**config.mk**
```make
export PLATFORM = sky130hd
export DESIGN_NAME = iram_stream_loader
export DESIGN_NICKNAME = d
export VERILOG_FILES = /design/src/rtl/iram_pkg.sv /design/src/rtl/iram_bank.sv /design/src/rtl/iram_stream_loader.sv
export SDC_FILE = /design/constraint.sdc
export NUM_CORES = 2
export LEC_CHECK = 0
export CAP_MARGIN = 20
export CORE_ASPECT_RATIO = 0.9
export CORE_UTILIZATION = 40
export CTS_CLUSTER_DIAMETER = 60
export DETAILED_ROUTE_END_ITERATION = 6
export PLACE_DENSITY = 0.54
export SLEW_MARGIN = 20
export SYNTH_ARGS = -nofsm -noshare
export SYNTH_HDL_FRONTEND = slang
export SYNTH_SLANG_ARGS = --single-unit
```
**constraint.sdc**
```tcl
create_clock -name clk -period 8.15 [get_ports clk]
set_input_delay 2.0375 -clock clk [delete_from_list [all_inputs] [get_ports clk]]
set_output_delay 2.0375 -clock clk [all_outputs]
set_load 0.1 [all_outputs]
```
**src/rtl/iram_pkg.sv**
```systemverilog
// Shared types and elaboration helpers for the streamed instruction memory.
// Holds the FSM encoding, the instr output source select and the default NOP word.
package iram_pkg;

    typedef enum logic {
        ST_LOAD,
        ST_RUN
    } state_e;

    // Source currently presented on instr. SRC_ZERO covers the time between reset
    // and the first fetch, when the RAM read register is still undefined.
    typedef enum logic [1:0] {
        SRC_ZERO,
        SRC_NOP,
        SRC_MEM
    } instr_src_e;

    localparam int NOP_DEFAULT = 0;

    function automatic bit depth_fits(input int depth, input int addr_w);
        return (depth >= 1) && (depth <= (1 << addr_w));
    endfunction

    function automatic int idx_width(input int depth);
        return (depth > 1) ? $clog2(depth) : 1;
    endfunction

endpackage

```
**src/rtl/iram_bank.sv**
```systemverilog
// Simple dual-port instruction RAM: one synchronous write port, one synchronous read port.
// The read register holds its value when rd_en is low.
module iram_bank #(
    parameter int DATA_W = 8,
    parameter int DEPTH  = 256,
    parameter int IDX_W  = 8
) (
    input  logic              clk,
    input  logic              wr_en,
    input  logic [IDX_W-1:0]  wr_addr,
    input  logic [DATA_W-1:0] wr_data,
    input  logic              rd_en,
    input  logic [IDX_W-1:0]  rd_addr,
    output logic [DATA_W-1:0] rd_data
);

    logic [DATA_W-1:0] mem [DEPTH];

    // NOTE: the array and its read register have no reset; clearing a RAM needs a
    // per-word write loop and prevents mapping onto block memory.
    always_ff @(posedge clk) begin
        if (wr_en) begin
            mem[wr_addr] <= wr_data;
        end
        if (rd_en) begin
            rd_data <= mem[rd_addr];
        end
    end

endmodule

```
**src/rtl/iram_stream_loader.sv**
```systemverilog
// Instruction memory loaded at run time over a valid/ready byte stream.
// LOAD/RUN mode FSM, one-cycle fetch with valid strobe and sticky out-of-range flag.
module iram_stream_loader
    import iram_pkg::*;
#(
    parameter int                DATA_W = 8,
    parameter int                ADDR_W = 8,
    parameter int                DEPTH  = 256,
    parameter logic [DATA_W-1:0] NOP    = DATA_W'(NOP_DEFAULT)
) (
    input  logic              clk,
    input  logic              reset,
    input  logic              ld_valid,
    input  logic [DATA_W-1:0] ld_data,
    input  logic              ld_last,
    output logic              ld_ready,
    input  logic              reload,
    input  logic              FETCH,
    input  logic [ADDR_W-1:0] iAddr,
    output logic [DATA_W-1:0] instr,
    output logic              instr_valid,
    output logic              run,
    output logic              addr_err,
    output logic [ADDR_W:0]   ld_count
);

    localparam int IDX_W = idx_width(DEPTH);

    if (!depth_fits(DEPTH, ADDR_W)) begin : g_depth_check
        $error("iram_stream_loader: DEPTH must be in 1..2**ADDR_W");
    end

    state_e            state_q, state_d;
    instr_src_e        src_q;
    logic [ADDR_W-1:0] wr_ptr;
    logic [ADDR_W:0]   ld_count_q;
    logic [DATA_W-1:0] rd_data;
    logic              xfer, last_slot, restart, fetch_en, in_range;

    assign ld_ready  = (state_q == ST_LOAD);
    assign run       = (state_q == ST_RUN);
    assign xfer      = ld_valid & ld_ready;
    assign last_slot = (wr_ptr == ADDR_W'(DEPTH - 1));
    assign restart   = run & reload;
    assign fetch_en  = run & FETCH;
    assign in_range  = ({1'b0, iAddr} < (ADDR_W + 1)'(DEPTH));
    assign ld_count  = ld_count_q;

    // NOTE: every variable assigned in always_comb gets a default first so no path
    // leaves it unassigned and infers a latch.
    always_comb begin
        state_d = state_q;
        unique case (state_q)
            ST_LOAD: if (xfer && (ld_last || last_slot)) state_d = ST_RUN;
            ST_RUN:  if (reload)                         state_d = ST_LOAD;
            default: state_d = ST_LOAD;
        endcase
    end

    // NOTE: state registers use non-blocking assignment so every flop samples the
    // pre-edge values regardless of block ordering.
    always_ff @(posedge clk) begin
        if (reset) state_q <= ST_LOAD;
        else       state_q <= state_d;
    end

    // wr_ptr stops at the last slot: the FSM leaves LOAD on that transfer anyway.
    always_ff @(posedge clk) begin
        if (reset || restart) begin
            wr_ptr     <= '0;
            ld_count_q <= '0;
        end else if (xfer) begin
            if (!last_slot) wr_ptr <= wr_ptr + 1'b1;
            if (ld_count_q < (ADDR_W + 1)'(DEPTH)) ld_count_q <= ld_count_q + 1'b1;
        end
    end

    // A fetch issued together with reload still completes; the flag clear wins.
    always_ff @(posedge clk) begin
        if (reset) begin
            instr_valid <= 1'b0;
            src_q       <= SRC_ZERO;
            addr_err    <= 1'b0;
        end else begin
            instr_valid <= fetch_en;
            if (fetch_en) src_q <= in_range ? SRC_MEM : SRC_NOP;
            if (restart)                     addr_err <= 1'b0;
            else if (fetch_en && !in_range)  addr_err <= 1'b1;
        end
    end

    always_comb begin
        instr = '0;
        unique case (src_q)
            SRC_MEM:  instr = rd_data;
            SRC_NOP:  instr = NOP;
            default:  instr = '0;
        endcase
    end

    iram_bank #(
        .DATA_W(DATA_W),
        .DEPTH (DEPTH),
        .IDX_W (IDX_W)
    ) u_bank (
        .clk    (clk),
        .wr_en  (xfer),
        .wr_addr(wr_ptr[IDX_W-1:0]),
        .wr_data(ld_data),
        .rd_en  (fetch_en & in_range),
        .rd_addr(iAddr[IDX_W-1:0]),
        .rd_data(rd_data)
    );

endmodule

```
==> flow_summary_export.csv <==
group,metric,value,unit
outcome,status,"finished clean",
synth,yosysMostFrequentCell,"edfxtp_1",
floorplan,die_w,474.4,um
critical_path,worstRegToRegCells,4,
floorplan,rows,155,
synth,syn-num-nets,3856,
synth,synth_edf_count,2056,
power,p_per_area,246.4,nW/um2
flow_run,drv_cap,0,
worst_hold_path,hp-class,"flip-flop to flip-flop",
critical_path,max_stage_delay,1.04,ns
synth,synth_cells,3829,
power,combPwrFrac,4.7,%
critical_path,cp.buffers_inverters,1,
clock_tree,clkTransAtPathRegs,0.07,ns
synth,ys.warnings.count,0,
floorplan,start_util,40.38,%
final_layout,finalNetCount,3946,
synth,syn-cell-area,80350,um2
power,leakage,27.44,nW
worst_hold_path,min_to,"ld_count[7]",
synth,synth_seq_cells,2076,
clock_tree,cts_tree,"done",
critical_path,cp.required,8.71,ns
final_layout,synthToLayoutAreaGrowth,12.29,%
synth,async_flop_share,0,%
clock_tree,clock_latency,0.84,ns
synth,synth_seq_area_share,77.33,%
sta,finalSetupViolCount,0,
sta,fin_worst_skew,0.03000,ns
place,dp.final_hpwl,126.0,mm
sta,layout_min_cycle_time,5.339,ns
power,p_int,0.01738,W
sta,drv_slew,0,
clock_tree,cts_resized,0,
clock_tree,holdBufCountCts,0,
clock_tree,clock-root-buffer,"clkbuf_16",
floorplan,fp.dieH,427.2,um
critical_path,crit_arrival,5.90,ns
detailed_routing,drc,0,
global_routing,grt_usage,20.82,%
critical_path,critPathCaptureType,"flip-flop",
detailed_routing,drt_iter0_markers,4736,
power,power.switching,0.004856,W
sta,max_freq,0.1873,GHz
power,p_seq_share,52.9,%
critical_path,start_kind,"input pin",
critical_path,path_cells,"clkdlybuf4s50_1 -> nor3b_1 -> o221ai_1 -> o22ai_1 -> a211oi_2 -> nor4_1 -> nor3_1",
power,swShare,21.84,%
detailed_routing,drtPass1Iterations,6,
place,dp.cells,6372,
critical_path,crit_family,"simple AND/OR/NAND/NOR gates",
critical_path,r2r_start,"wr_ptr[3]",
sta,tightest_slew,1.114,ns
synth,synth_commonest_cells,"edfxtp_1 (2,056), mux4_2 (452), nor2_1 (288)",
critical_path,worstPathMaxFanout,11,
critical_path,critPathSlowestCell,"nor3b_1",
final_layout,nFillCells,16916,
global_routing,overflow,0,
floorplan,num_io_pins,43,
synth,synthTopCellsByArea,"edfxtp_1 (77%), mux4_2 (13%), a22oi_1 (1.7%)",
clock_tree,cts_buffers,214,
clock_tree,cts-htree-levels,4,
sta,post-route-period-util,65.50,%
detailed_routing,vias_per_cell,5.774,
critical_path,reg2reg_to,"u_bank.mem[106][6]",
synth,synth_flop_cell,"edfxtp_1",
clock_tree,clock_sinks,2076,
sta,tns,0,ns
detailed_routing,avgRoutedWirePerCell,31.04,um
power,clkPwrFrac,42.4,%
sta,rsz0062_at_grt,"false",
global_routing,grt_pass1_vias,39092,
place,place_congestion,0.8226,
clock_tree,cts_buffer_depth,3,
place,dpl_worst_slack,1.894,ns
clock_tree,cts_setup_buffers,0,
synth,synth_top_area_share,76.84,%
place,numPortBuffers,41,
synth,synth_cell_type_count,61,
critical_path,path_class,"input pin to flip-flop",
global_routing,grt_pass1_wl,299.5,mm
floorplan,core_area,199000,um2
synth,syn_avg_cell_area,20.99,um2
sta,setup_slack,2.811,ns
worst_hold_path,hold_start,"ld_count[7]",
worst_hold_path,hold_depth,2,
global_routing,grt_max_degree,181,
power,ir_worst_vdd,0.0002100,V
sta,slew-limit-headroom,25.75,%
floorplan,dieArea,202700,um2
detailed_routing,dr_total_vias,39116,
detailed_routing,ant_nets,0,
critical_path,reg2reg_setup_slack,4.60,ns
final_layout,instances_no_fill,6775,
detailed_routing,wirelength,210.3,mm
synth,synth_top_cell_by_area,"edfxtp_1",
final_layout,drive_above_1_share,21.73,%
global_routing,antenna_found_initial,8,
sta,hold_viol_final,0,
-- flip-flops by register name (all words and copies together) (netlist names) --
name            count
u_bank.rd_data      8
ld_count            9
run                 1
instr_valid         1
wr_ptr              8
u_bank.mem       2048
src_q               1
-- tightest hold or removal path: cells and delay by family (launching register included) --
kind,cells,cell delay (ns)
flops,1,0.33
compound gates,2,0.14
-- cells in the final DEF, fill, tap and decap left out, types with 9 or more instances in the layout --
cell             Yosys  layout
buf_8                9      10
a31oi_1             10      10
buf_4               19      66
nand3_1             28      27
mux4_2             452     452
clkinv_1             0      64
clkbuf_16            0     217
nor2b_1             13       9
o22ai_1             18      18
and2_1              11       9
a22oi_1            182     182
mux2i_1             99      99
a221oi_1             9       9
nand2_1             56      56
dfxtp_1             20      20
nor2_1             288     284
mux2_2              26      26
clkbuf_1           109      38
o221ai_1            28      28
buf_12               1      10
o21ai_0             23      23
a211oi_1            16      11
clkinv_2             0      43
nor4_1              22      18
bufinv_16            0      13
edfxtp_1          2056    2056
nor3_1              10      10
a21oi_1            105     105
clkdlybuf4s50_1      0      27
-- layer usage --
metal,up-vias,track usage (%),wire length [um]
met5,-,0,23
met2,1385,31.74,96600
met1,21227,31.17,95270
met3,277,3.551,14000
met4,4,5.016,4382
li1,16223,-,-
-- stage by stage --
stage	total power, W	utilization, %	cell area (um2)	hold slack, ns
3_3_place_gp	0.01303	41.93	83440	0.4853
2_1_floorplan	0.01255	-	80350	0.4817
6_report	0.02223	45.35	90230	0.5172
4_1_cts	0.02239	45.33	90200	0.5191
3_5_place_dp	0.01304	41.95	83480	0.5105
5_1_grt	0.02282	45.34	90220	0.5452
-- how the worst max path moves through the flow --
stage | start | to | slack [ns] | cells after the start
3_3_place_gp | iAddr[7] | u_bank.rd_data[3] | 1.60 | 7
2_1_floorplan | iAddr[0] | u_bank.rd_data[2] | 4.00 | 9
4_1_cts | iAddr[0] | u_bank.rd_data[5] | 2.79 | 7
6_report | iAddr[7] | u_bank.rd_data[7] | 2.81 | 7
3_5_place_dp | iAddr[0] | u_bank.rd_data[5] | 1.89 | 7
5_1_grt | iAddr[6] | u_bank.rd_data[7] | 2.72 | 7
-- power groups by stage --
stage | logic, W | registers [W] | clock network [W]
4_1_cts | 0.00106 | 0.0118 | 0.00957
5_1_grt | 0.00111 | 0.0117 | 0.00997
3_5_place_dp | 0.00106 | 0.0120 | 0
6_report | 0.00105 | 0.0118 | 0.00943
3_3_place_gp | 0.00105 | 0.0120 | 0
2_1_floorplan | 0.000562 | 0.0120 | 0
-- cell type report --
| cell class | instances | area, um2 | share of cell area (%) |
|---|---|---|---|
| Sequential cell | 2076 | 62140 | 68.87 |
| Multi-Input combinational cell | 1506 | 16860 | 18.69 |
| Clock buffer | 255 | 5573 | 6.176 |
| Tap cell | 2669 | 3339 | 3.701 |
| Clock inverter | 142 | 1152 | 1.277 |
| Timing Repair Buffer | 115 | 1126 | 1.248 |
| Inverter | 6 | 22.52 | 0.02496 |
| Antenna cell | 6 | 15.01 | 0.01664 |
-- cells by family (layout without fill, tap and decap cells) --
group                      Yosys count  count (layout)  share of synthesized area [%]
adders and majority gates            5               5                        0.07786
DFF                               2076            2076                          77.33
buffers and inverters              247             518                          1.822
and+or+nand+nor                    476             476                          2.624
AOI/OAI and AO/OA                  437             437                          3.762
xor gates and xnor gates            10              10                         0.1090
other                                1               7                       0.004667
muxes                              577             577                          14.27
Note: power is estimated with default switching activity, not from simulation.
